File: config.mk
export PLATFORM = sky130hd
export DESIGN_NAME = fan_tach_meter
export DESIGN_NICKNAME = d
export VERILOG_FILES = /design/src/rtl/fan_tach_meter_pkg.sv /design/src/rtl/fan_tach_meter_debounce.sv /design/src/rtl/fan_tach_meter.sv
export SDC_FILE = /design/constraint.sdc
export NUM_CORES = 1
export LEC_CHECK = 0
export BUFFER_PORTS_ARGS = -buffer_cell sky130_fd_sc_hd__buf_2
export CAP_MARGIN = 20
export CORE_MARGIN = 5
export CORE_UTILIZATION = 33
export DETAILED_ROUTE_END_ITERATION = 16
export GPL_TIMING_DRIVEN = 0
export PLACE_DENSITY = 0.51
export SYNTH_ARGS = -nofsm -noshare
export SYNTH_HDL_FRONTEND = slang
export SYNTH_SLANG_ARGS = --single-unit
File: constraint.sdc
create_clock -name clk -period 3.4 [get_ports clk]
set_clock_uncertainty 0.15 [all_clocks]
set_input_delay 0.17 -clock clk [delete_from_list [all_inputs] [get_ports clk]]
set_output_delay 0.17 -clock clk [all_outputs]
set_load 0.02 [all_outputs]
File: src/rtl/fan_tach_meter_pkg.sv
// Shared fan-control constants: default measured-value width, tach FSM encoding
// and the saturate-to-width helper also used by the PWM/PID path.
package fan_tach_meter_pkg;

    localparam int unsigned DEF_ADC_BITWIDTH = 8;

    typedef enum logic {
        StWarmup  = 1'b0,
        StMeasure = 1'b1
    } tach_state_e;

    function automatic logic [31:0] sat_to_width(input logic [31:0] i_val,
                                                 input int unsigned i_width);
        logic [31:0] w_max;
        w_max = (i_width >= 32) ? 32'hFFFF_FFFF : ((32'd1 << i_width) - 32'd1);
        return (i_val > w_max) ? w_max : i_val;
    endfunction

endpackage

File: src/rtl/fan_tach_meter_debounce.sv
// Two-FF synchroniser plus enable-gated debounce; emits a one-tick pulse on each
// accepted rising edge of the filtered level. Reusable for slow config/strobe pins.
module tach_debounce #(
    parameter int unsigned DEBOUNCE_LEN = 3
) (
    input  logic clk,
    input  logic rst_n,
    input  logic clk_en_i,
    input  logic async_i,
    output logic rise_o
);

    localparam int unsigned CW = (DEBOUNCE_LEN > 1) ? $clog2(DEBOUNCE_LEN) : 1;
    localparam logic [CW-1:0] LAST = CW'(DEBOUNCE_LEN - 1);

    logic          r_sync1;
    logic          r_sync2;
    logic          r_filt;
    logic [CW-1:0] r_cnt;
    logic          w_diff;
    logic          w_toggle;

    assign w_diff   = (r_sync2 != r_filt);
    assign w_toggle = clk_en_i && w_diff && (r_cnt == LAST);
    assign rise_o   = w_toggle && !r_filt;

    // Synchroniser runs every clk so metastability settles regardless of the enable.
    always_ff @(posedge clk) begin
        if (!rst_n) begin
            r_sync1 <= 1'b1;
            r_sync2 <= 1'b1;
        end else begin
            r_sync1 <= async_i;
            r_sync2 <= r_sync1;
        end
    end

    always_ff @(posedge clk) begin
        if (!rst_n) begin
            r_filt <= 1'b1;
            r_cnt  <= '0;
        end else if (clk_en_i) begin
            if (w_toggle) begin
                r_filt <= ~r_filt;
                r_cnt  <= '0;
            end else if (w_diff) begin
                r_cnt  <= r_cnt + 1'b1;
            end else begin
                r_cnt  <= '0;
            end
        end
    end

endmodule

File: src/rtl/fan_tach_meter.sv
// Tachometer front end: counts debounced rising edges over a gate window and
// publishes a scaled, saturated speed with a valid strobe and a stall flag.
module fan_tach_meter
    import fan_tach_meter_pkg::*;
#(
    parameter int unsigned ADC_BITWIDTH  = DEF_ADC_BITWIDTH,
    parameter int unsigned CNT_W         = 12,
    parameter int unsigned GATE_TICKS    = 100,
    parameter int unsigned DEBOUNCE_LEN  = 3,
    parameter int unsigned SCALE_SHIFT   = 0,
    parameter int unsigned STALL_WINDOWS = 2
) (
    input  logic                    clk,
    input  logic                    rst_n,
    input  logic                    clk_en_i,
    input  logic                    tach_i,
    output logic [ADC_BITWIDTH-1:0] speed_o,
    output logic                    speed_valid_o,
    output logic                    stall_o
);

    localparam int unsigned WIN_W   = (GATE_TICKS > 1) ? $clog2(GATE_TICKS) : 1;
    localparam int unsigned STALL_W = $clog2(STALL_WINDOWS + 1);
    localparam int unsigned TOT_W   = CNT_W + 1;
    localparam int unsigned SCL_W   = TOT_W + SCALE_SHIFT;

    localparam logic [WIN_W-1:0]   WIN_LAST  = WIN_W'(GATE_TICKS - 1);
    localparam logic [CNT_W-1:0]   CNT_MAX   = '1;
    localparam logic [STALL_W-1:0] STALL_MAX = STALL_W'(STALL_WINDOWS);

    logic                    w_rise;
    logic                    w_end;
    logic                    w_update;
    logic [TOT_W-1:0]        w_total;
    logic [SCL_W-1:0]        w_scaled;
    logic [ADC_BITWIDTH-1:0] w_speed;
    logic [STALL_W-1:0]      w_stall_cnt_d;
    tach_state_e             w_state_d;

    tach_state_e             r_state;
    logic [WIN_W-1:0]        r_win;
    logic [CNT_W-1:0]        r_pulse;
    logic [STALL_W-1:0]      r_stall_cnt;
    logic [ADC_BITWIDTH-1:0] r_speed;
    logic                    r_valid;
    logic                    r_stall;

    tach_debounce #(
        .DEBOUNCE_LEN (DEBOUNCE_LEN)
    ) u_debounce (
        .clk      (clk),
        .rst_n    (rst_n),
        .clk_en_i (clk_en_i),
        .async_i  (tach_i),
        .rise_o   (w_rise)
    );

    assign w_end = clk_en_i && (r_win == WIN_LAST);

    // A pulse landing on the end tick still belongs to the window that is closing.
    assign w_total  = {1'b0, r_pulse} + TOT_W'(w_rise);
    assign w_scaled = SCL_W'(w_total) << SCALE_SHIFT;
    assign w_speed  = ADC_BITWIDTH'(sat_to_width(32'(w_scaled), ADC_BITWIDTH));

    always_ff @(posedge clk) begin
        if (!rst_n) begin
            r_win   <= '0;
            r_pulse <= '0;
        end else if (clk_en_i) begin
            r_win <= w_end ? '0 : r_win + 1'b1;
            if (w_end) begin
                r_pulse <= '0;
            end else if (w_rise && (r_pulse != CNT_MAX)) begin
                r_pulse <= r_pulse + 1'b1;
            end
        end
    end

    always_ff @(posedge clk) begin
        if (!rst_n) begin
            r_state <= StWarmup;
        end else begin
            r_state <= w_state_d;
        end
    end

    always_comb begin
        w_state_d = r_state;
        unique case (r_state)
            StWarmup:  if (w_end) w_state_d = StMeasure;
            StMeasure: w_state_d = StMeasure;
            default:   w_state_d = StWarmup;
        endcase
    end

    always_comb begin
        w_update = 1'b0;
        unique case (r_state)
            StWarmup:  w_update = 1'b0;
            StMeasure: w_update = w_end;
            default:   w_update = 1'b0;
        endcase
    end

    always_comb begin
        w_stall_cnt_d = '0;
        if (w_total == '0) begin
            w_stall_cnt_d = (r_stall_cnt == STALL_MAX) ? STALL_MAX : r_stall_cnt + 1'b1;
        end
    end

    always_ff @(posedge clk) begin
        if (!rst_n) begin
            r_stall_cnt <= '0;
            r_speed     <= '0;
            r_valid     <= 1'b0;
            r_stall     <= 1'b0;
        end else begin
            r_valid <= w_update;
            if (w_update) begin
                r_stall_cnt <= w_stall_cnt_d;
                r_speed     <= w_speed;
                r_stall     <= (w_stall_cnt_d == STALL_MAX);
            end
        end
    end

    assign speed_o       = r_speed;
    assign speed_valid_o = r_valid;
    assign stall_o       = r_stall;

endmodule
==> parameters.txt, run 1 <==
Parameter                              Value

Place
  Setup slack at placement ... 0.7075 ns
  IO Port Bufs ... 13
  Final weighted congestion of routability-driven global placement ... around 0.77
  DP Wirelength ... 3.013 mm

Logic synthesis
  Fraction of the yosys area taken by sequential cells ... a little under two fifths
  Synth Register Bits ... 37
  Synthesized area per cell ... 8.836 µm²
  Share of synthesized registers carrying an async set or reset ... 0%
  Synthesized Nets ... 236
  Area leader, netlist ... dfxtp_1
  Count of yosys warnings during synthesis ... 0
  Portion of synthesized cell area occupied by the leading cell type ... around 37%
  Cells after synthesis ... 225
  Cell types occupying the most area after synthesis ... dfxtp_1 (37%), xnor2_1 (7.0%), ha_1 (4.4%), nor2_1 (4.3%), o21ai_0 (3.8%)
  Library cells used by synthesis ... 47
  Post-synth EDFFs ... 0
  Top FF cell, synth ... dfxtp_1
  Synthesized cell area ... slightly below 2000 µm²

Cells and area
  Layout Nets ... 257
  ANT cells ... 0
  Post-synthesis to final-layout area growth ... 13.72%
  Share of final-layout standard cells stronger than drive strength 1 ... between 10% and 20%

Pwr
  Register share of total power ... 52.9%
  Leakage power summed over all cells ... 0.8675 nW
  Portion of total power attributed to combinational logic ... 3.0%
  Clk network pwr share ... 44.2%
  Power density normalized to cell area ... 368.1 nW/µm²
  Switch share ... 20.61%
  Net switching component of the power ... 0.1715 mW
  Internal power ... 0.6607 mW
  Worst IR Drop VDD ... 0.1711 mV

Critical path
  Cell family contributing the most delay on the critical path ... adder cells
  Data arrival at the endpoint of the critical path ... 2.81 ns
  Critical path capture point type ... flop
  Biggest fanout along the worst timing path ... 5
  Worst Path Required ... 3.46 ns
  Cell mode on critical path ... ha_1
  Critical path class ... flop to flop
  Critical path launch point type ... flop
  Crit path buf inv count ... 2
  Worst stage delay on the critical path ... around 0.39 ns
  Critical-path cell with the highest stage delay ... a2111oi_0
  Cells along the critical path ... inv_1 > ha_1 > and4b_1 > buf_2 > ha_1 > ha_1 > xnor2_1 > nand3_1 > a2111oi_0 > nand4_1 > o21ai_0

Die
  Die Height ... 87.62 µm
  Die extent in x ... roughly 88 µm
  Row count ... 28
  Die Outline Area ... around 7700 µm²
  Number of placed I/O pins ... 14
  Core Area ... 5886 µm²
  Starting density of the core ... 33.78%

STA
  Slew HR ... 68.39%
  Post-route worst setup slack ... 0.6465 ns
  Max Clock Freq ... 363.2 MHz
  Slew at the pin closest to its max-slew limit ... 0.4733 ns
  Fin. max-slew vios ... 0
  RSZ-0062 raised after global routing ... false
  Final cycle utilization of the critical path ... 80.98%
  Final-report setup violation count ... 0
  Min Clock Period, post-route ... 2.753 ns
  Final setup TNS ... 0 ns
  Count of endpoints failing hold in the final timing report ... 0

Routing
  Post-detailed-route DRC marker count ... 0
  Routed vias/inst ... roughly 5
  Aggregate routed wire length ... 4.029 mm
  Detail-routed net length per standard cell ... 12.55 µm
  Post-DRT Antenna Nets ... 0
  Number of detailed-routing iterations run before antenna repair ... 4
  Number of violations reported at the end of detailed-routing iteration 0 ... 50
  Total number of vias ... 1,599

Clock network
  CTS Root Buffer Type ... clkbuf_8
  # clock sinks ... 37
  Depth of the CTS H-tree ... 2
  Insertion delay of the later-clocked pin in the worst-skew pair ... roughly 0.28 ns
  Cts bufs inserted ... 5
  TritonCTS clock tree ... yes
  Post-cts repair resize count ... 0
  Buffers from clock root to sink, at most ... 2
  Clock edge transition at the registers on the reported setup and hold paths ... 0.07 ns

Run
  Maximum Capacitance Violations ... 0

Global route
  Overflow left after global routing ... 0
  Number of antenna violations at the first check in global routing ... 0
  Vias in the first global route ... 1,538
  Wire length of the first global-routing pass ... 7.251 mm
  Overall fraction of global-route tracks in use ... 11.74%
  Largest net degree at the start of global routing ... 12

Min path
  HP Class ... input port to flop

Status
  Outcome ... completed
-- synthesized netlist by cell type (all sizes together), types with 2 or more instances --
library cell,count
buf,10
a31oi,6
ha,7
nand4,8
nand2,13
o21ai,15
nor2,23
nand2b,4
nand3,10
xor2,5
a2111oi,3
inv,9
dfxtp,37
clkbuf,7
or3,5
and2,5
a31o,2
xnor2,16
a211oi,2
and4b,2
nor3,3
a21oi,8
nor2b,3
nor4,3
and3,4
mux2i,4
-- layer usage --
metal  GRT usage (%)  up-vias  wire, µm
met2           18.22       25      1721
met5               0        -         0
met4           2.789        0        44
met3           3.293        7       141
met1           16.13      739      2122
li1                -      828         -
-- stage by stage --
step	utilization, %	cell area (µm²)	hold WS (ns)	total power [mW]	instances
2_1_floorplan	-	1988	0.1215	0.4664	225
3_3_place_gp	36.48	2147	0.2028	0.4741	313
3_5_place_dp	36.48	2147	0.2069	0.4744	313
4_1_cts	38.41	2261	0.1781	0.8483	321
5_1_grt	38.41	2261	0.2195	0.8705	321
6_report	38.41	2261	0.1799	0.8322	321
-- area by class of cell --
class                           count  area, µm²
Fill cell                         636       3625
Inverter                            9      33.78
Timing Repair Buffer               14      75.07
Buffer                             17      130.1
Clock buffer                        5      68.82
Multi-Input combinational cell    162       1084
Clock inverter                      2      35.03
Tap cell                           75      93.84
Sequential cell                    37      740.7
-- worst min-delay path, delay by kind of cell --
family / cells / cell delay [ns]
simple gates: 2 / 0.15
buf+inv: 2 / 0.26
-- flip-flops by register name, indices dropped and copies added, names as in the netlist --
register	cells
r_state	1
u_debounce.r_sync1	1
r_stall_cnt	2
r_win	7
speed_o	8
r_pulse	12
speed_valid_o	1
u_debounce.r_filt	1
u_debounce.r_sync2	1
stall_o	1
u_debounce.r_cnt	2
-- layout by cell type (no fill, tap or decap), types with 3 or more instances in the layout --
cell type  Yosys  final
a21oi_1        8      8
a31oi_1        6      6
and2_1         4      4
and3_1         4      4
buf_2          4     17
buf_4          4      4
clkbuf_1       3      3
clkbuf_8       3      8
dfxtp_1       37     37
ha_1           7      7
inv_1          9      9
mux2i_1        4      4
nand2_1       13     13
nand2b_1       4      4
nand3_1       10     10
nand4_1        6      6
nor2_1        23     23
nor2b_1        3      3
nor3_1         3      3
o21ai_0       15     15
or3_1          5      5
xnor2_1       16     16
xor2_1         5      5
-- cells by family after synthesis --
logic type	synth area share [%]
AOI/OAI and AO/OA	13.72
xor gates and xnor gates	9.251
adders and majority gates	4.405
buffers and inverters	8.244
DFF	37.26
muxes	2.014
and+or+nand+nor	25.11
-- power groups by stage --
| stage | Combinational (mW) | Sequential [mW] | Clock [mW] |
|---|---|---|---|
| CTS | 0.0254 | 0.440 | 0.383 |
| global placement | 0.0241 | 0.450 | 0 |
| floorplan | 0.0169 | 0.450 | 0 |
| finish | 0.0247 | 0.440 | 0.368 |
| global route | 0.0294 | 0.440 | 0.401 |
| detailed placement | 0.0244 | 0.450 | 0 |
-- path summary, 6_finish.rpt --
kind / startpoint / cells after the start / slack [ns] / endpoint
setup / recovery: u_debounce.r_cnt[0] / 11 / 0.65 / stall_o
hold / removal: clk_en_i / 4 / 0.18 / u_debounce.r_filt
setup reg to reg: u_debounce.r_cnt[0] / 11 / 0.65 / stall_o
hold reg to reg: u_debounce.r_sync1 / 1 / 0.26 / u_debounce.r_sync2
-- repair_timing --
| item | 4_1_cts | 5_1_grt |
|---|---|---|
| hold buffers | 1 | 0 |
| buffers inserted | 0 | 0 |
| endpoints found under the hold margin | 1 | 0 |
No activity file was read; power rests on OpenSTA's default activity.
==> inputs of run 2 (changes only) <==
- ABC_AREA: default -> 1
- clock period: 3.4 -> 2.9 ns (I/O delays scaled with it)
==> parameters.txt, run 2 <==
Parameter                              Value

Pwr
  Internal power ... around 0.69 mW
  Leakage power summed over all cells ... 1.008 nW
  Portion of total power attributed to combinational logic ... 3.2%
  Net switching component of the power ... 0.2287 mW
  Switch share ... 24.78%
  Worst IR Drop VDD ... 0.3518 mV
  Power density normalized to cell area ... 403.7 nW/µm²
  Register share of total power ... 55.9%
  Clk network pwr share ... 41.0%

Logic synthesis
  Count of yosys warnings during synthesis ... 0
  Synthesized cell area ... around 2000 µm²
  Post-synth EDFFs ... 0
  Synth top cells by count ... nand2_1 (61), inv_1 (41), dfxtp_1 (37), nand3_1 (33), nor2_1 (32)
  Share of synthesized registers carrying an async set or reset ... 0%
  Synth Register Bits ... 37
  Portion of synthesized cell area occupied by the leading cell type ... 36.86%
  Fraction of the yosys area taken by sequential cells ... a little under two fifths
  Cell with the most instances after synthesis ... nand2_1
  Synthesized area per cell ... between 6 and 7 µm²
  Library cells used by synthesis ... 28
  Top FF cell, synth ... dfxtp_1
  Synthesized Nets ... 301
  Area leader, netlist ... dfxtp_1
  Cells after synthesis ... 290
  Cell types occupying the most area after synthesis ... dfxtp_1 (37%), nand2_1 (11%), nand3_1 (8.2%), inv_1 (7.7%), nor2_1 (6.0%)

Cells and area
  Share of final-layout standard cells stronger than drive strength 1 ... 13.10%
  Number of flip-flops in the largest register ... 12
  Post-synthesis to final-layout area growth ... 13.76%
  Reg with most FFs ... r_pulse
  Most frequent standard cell in the layout excluding fill and tap cells ... nand2_1
  Filler cell count in the final layout ... 655
  Utilization of the core after routing ... 38.61%
  Final standard cell count with taps included and fillers excluded ... 388
  ANT cells ... 0
  Layout Nets ... 323
  Top library cells by usage in the layout, fill and taps aside ... nand2_1 (61), inv_1 (41), dfxtp_1 (36)

Place
  IO Port Bufs ... 13
  DP Cell Count ... 378
  Final weighted congestion of routability-driven global placement ... 0.7793
  DP Wirelength ... 3.374 mm
  Setup slack at placement ... 0.2851 ns

Die
  Die Height ... 88.04 µm
  Starting density of the core ... approximately a third
  Die extent in x ... 88.04 µm
  Number of placed I/O pins ... 14
  Row count ... 28
  Core Area ... 5921 µm²
  Die Outline Area ... 7750 µm²

Min path
  Worst hold start ... clk_en_i
  Cell depth of the worst hold path ... 3
  HP Class ... input port to flop
  Worst Hold Endpoint ... r_win[1]

Critical path
  Critical path class ... flop to flop
  Count of cell instances traversed by the critical path ... 21
  Worst stage delay on the critical path ... about 0.34 ns
  Critical path capture point type ... flop
  Crit Reg-Reg Endpoint ... speed_o[4]
  Worst setup slack for register-to-register paths ... 0.36 ns
  Cell mode on critical path ... nand2_1
  Number of cells traversed by the worst register-to-register path ... 21
  Biggest fanout along the worst timing path ... 10
  Cells along the critical path ... nand2_1 > inv_1 > nor2_1 > nand2_1 > nor2_1 > nand2_1 > inv_1 > ha_1 > ha_1 > inv_1 > nor2_4 > nand3_1 > nand2_1 > nand2_1 > inv_1 > nand2_1 > nor2_2 > buf_6 > nand3_1 > o211ai_1 > inv_1
  Cell family contributing the most delay on the critical path ... simple AND/OR/NAND/NOR gates
  Crit path buf inv count ... 6
  Data arrival at the endpoint of the critical path ... approximately 2.6 ns
  Critical-path cell with the highest stage delay ... dfxtp_2
  Worst Path Required ... 2.95 ns
  Critical path launch point type ... flop
  Reg-to-reg startpoint ... u_debounce.r_filt

Global route
  Largest net degree at the start of global routing ... 14
  Overall fraction of global-route tracks in use ... 12.83%
  Wire length of the first global-routing pass ... roughly 7.9 mm
  Number of antenna violations at the first check in global routing ... 0
  Vias in the first global route ... roughly 1,700
  Overflow left after global routing ... 0

Routing
  Aggregate routed wire length ... about 4.5 mm
  Post-DRT Antenna Nets ... 0
  Number of detailed-routing iterations run before antenna repair ... 4
  Number of violations reported at the end of detailed-routing iteration 0 ... 82
  Routed vias/inst ... 4.768
  Detail-routed net length per standard cell ... 11.50 µm
  Total number of vias ... 1,850
  Post-detailed-route DRC marker count ... 0

Clock network
  Buffers from clock root to sink, at most ... 2
  Insertion delay of the later-clocked pin in the worst-skew pair ... 0.30 ns
  Clock edge transition at the registers on the reported setup and hold paths ... 0.09 ns
  # clock sinks ... 37
  Cts bufs inserted ... 5
  Depth of the CTS H-tree ... 2
  CTS Root Buffer Type ... clkbuf_8
  TritonCTS clock tree ... yes

STA
  Final cycle utilization of the critical path ... 87.43%
  RSZ-0062 raised after global routing ... false
  Slew HR ... 66.73%
  Final-report setup violation count ... 0
  Final setup TNS ... 0 ns
  Slew at the pin closest to its max-slew limit ... 0.4990 ns
  Fin. max-slew vios ... 0
  Min Clock Period, post-route ... 2.536 ns
  Count of endpoints failing hold in the final timing report ... 0
  Post-route worst setup slack ... 0.3644 ns
  Max Clock Freq ... 394.4 MHz

Run
  Maximum Capacitance Violations ... 0

Status
  Outcome ... completed
-- run 2: power by group through the flow --
stage          sequential [mW]  combinational, mW  clock (mW)
3_5_place_dp             0.527             0.0279           0
5_1_grt                  0.516             0.0348       0.413
4_1_cts                  0.516             0.0299       0.396
3_3_place_gp             0.527             0.0278           0
6_report                 0.515             0.0291       0.378
2_1_floorplan            0.527             0.0182           0
-- run 2: routing by layer --
metal | routed length, µm | global-route usage (%)
met1 | 2302 | 18.04
met5 | 0 | 0
met2 | 1967 | 19.73
met3 | 146 | 2.540
met4 | 47 | 4.121
-- run 2: worst min-delay path, stage by stage --
cell     delay [ns]
buf_2          0.14
inv_2          0.10
a21oi_1        0.06
-- run 2: cells by family (layout without fill, tap and decap cells) --
group | Yosys count | in the layout | synth area share [%]
DFF | 37 | 37 | 36.86
buffers and inverters | 50 | 73 | 10.46
xor gates and xnor gates | 7 | 7 | 3.051
and+or+nand+nor | 155 | 155 | 35.62
AOI/OAI and AO/OA | 34 | 34 | 9.652
adders and majority gates | 7 | 7 | 4.358
-- run 2: cell type report --
class | count | area (µm²) | area share (%)
Buffer | 6 | 45.04 | 1.970
Clock buffer | 5 | 68.82 | 3.010
Multi-Input combinational cell | 203 | 1064 | 46.52
Timing Repair Buffer | 15 | 85.08 | 3.722
Tap cell | 75 | 93.84 | 4.105
Clock inverter | 3 | 22.52 | 0.9852
Sequential cell | 37 | 742.0 | 32.46
Inverter | 44 | 165.2 | 7.225
-- run 2: through the flow --
step | hold slack [ns] | instance area (µm²) | power [mW]
2_1_floorplan | 0.1016 | 2009 | 0.5451
3_3_place_gp | 0.1816 | 2168 | 0.5552
3_5_place_dp | 0.1877 | 2168 | 0.5554
4_1_cts | 0.03863 | 2280 | 0.9418
5_1_grt | 0.08402 | 2286 | 0.9641
6_report | 0.04803 | 2286 | 0.9227
-- run 2: worst max path at each step --
stage | from | endpoint | slack, ns
finish | u_debounce.r_filt | speed_o[4] | 0.36
global route | u_debounce.r_filt | speed_o[6] | 0.03
CTS | u_debounce.r_filt | speed_o[6] | 0.24
detailed placement | u_debounce.r_filt | speed_o[4] | 0.29
global placement | u_debounce.r_filt | speed_o[4] | 0.30
floorplan | u_debounce.r_filt | speed_o[4] | 0.67
-- run 2: timing repair --
item | in CTS | in global routing
setup endpoints to repair | 0 | 5
setup buffers | 0 | 0
hold buffers | 2 | 0
hold endpoints to repair | 3 | 0
gates resized for setup | 0 | 2
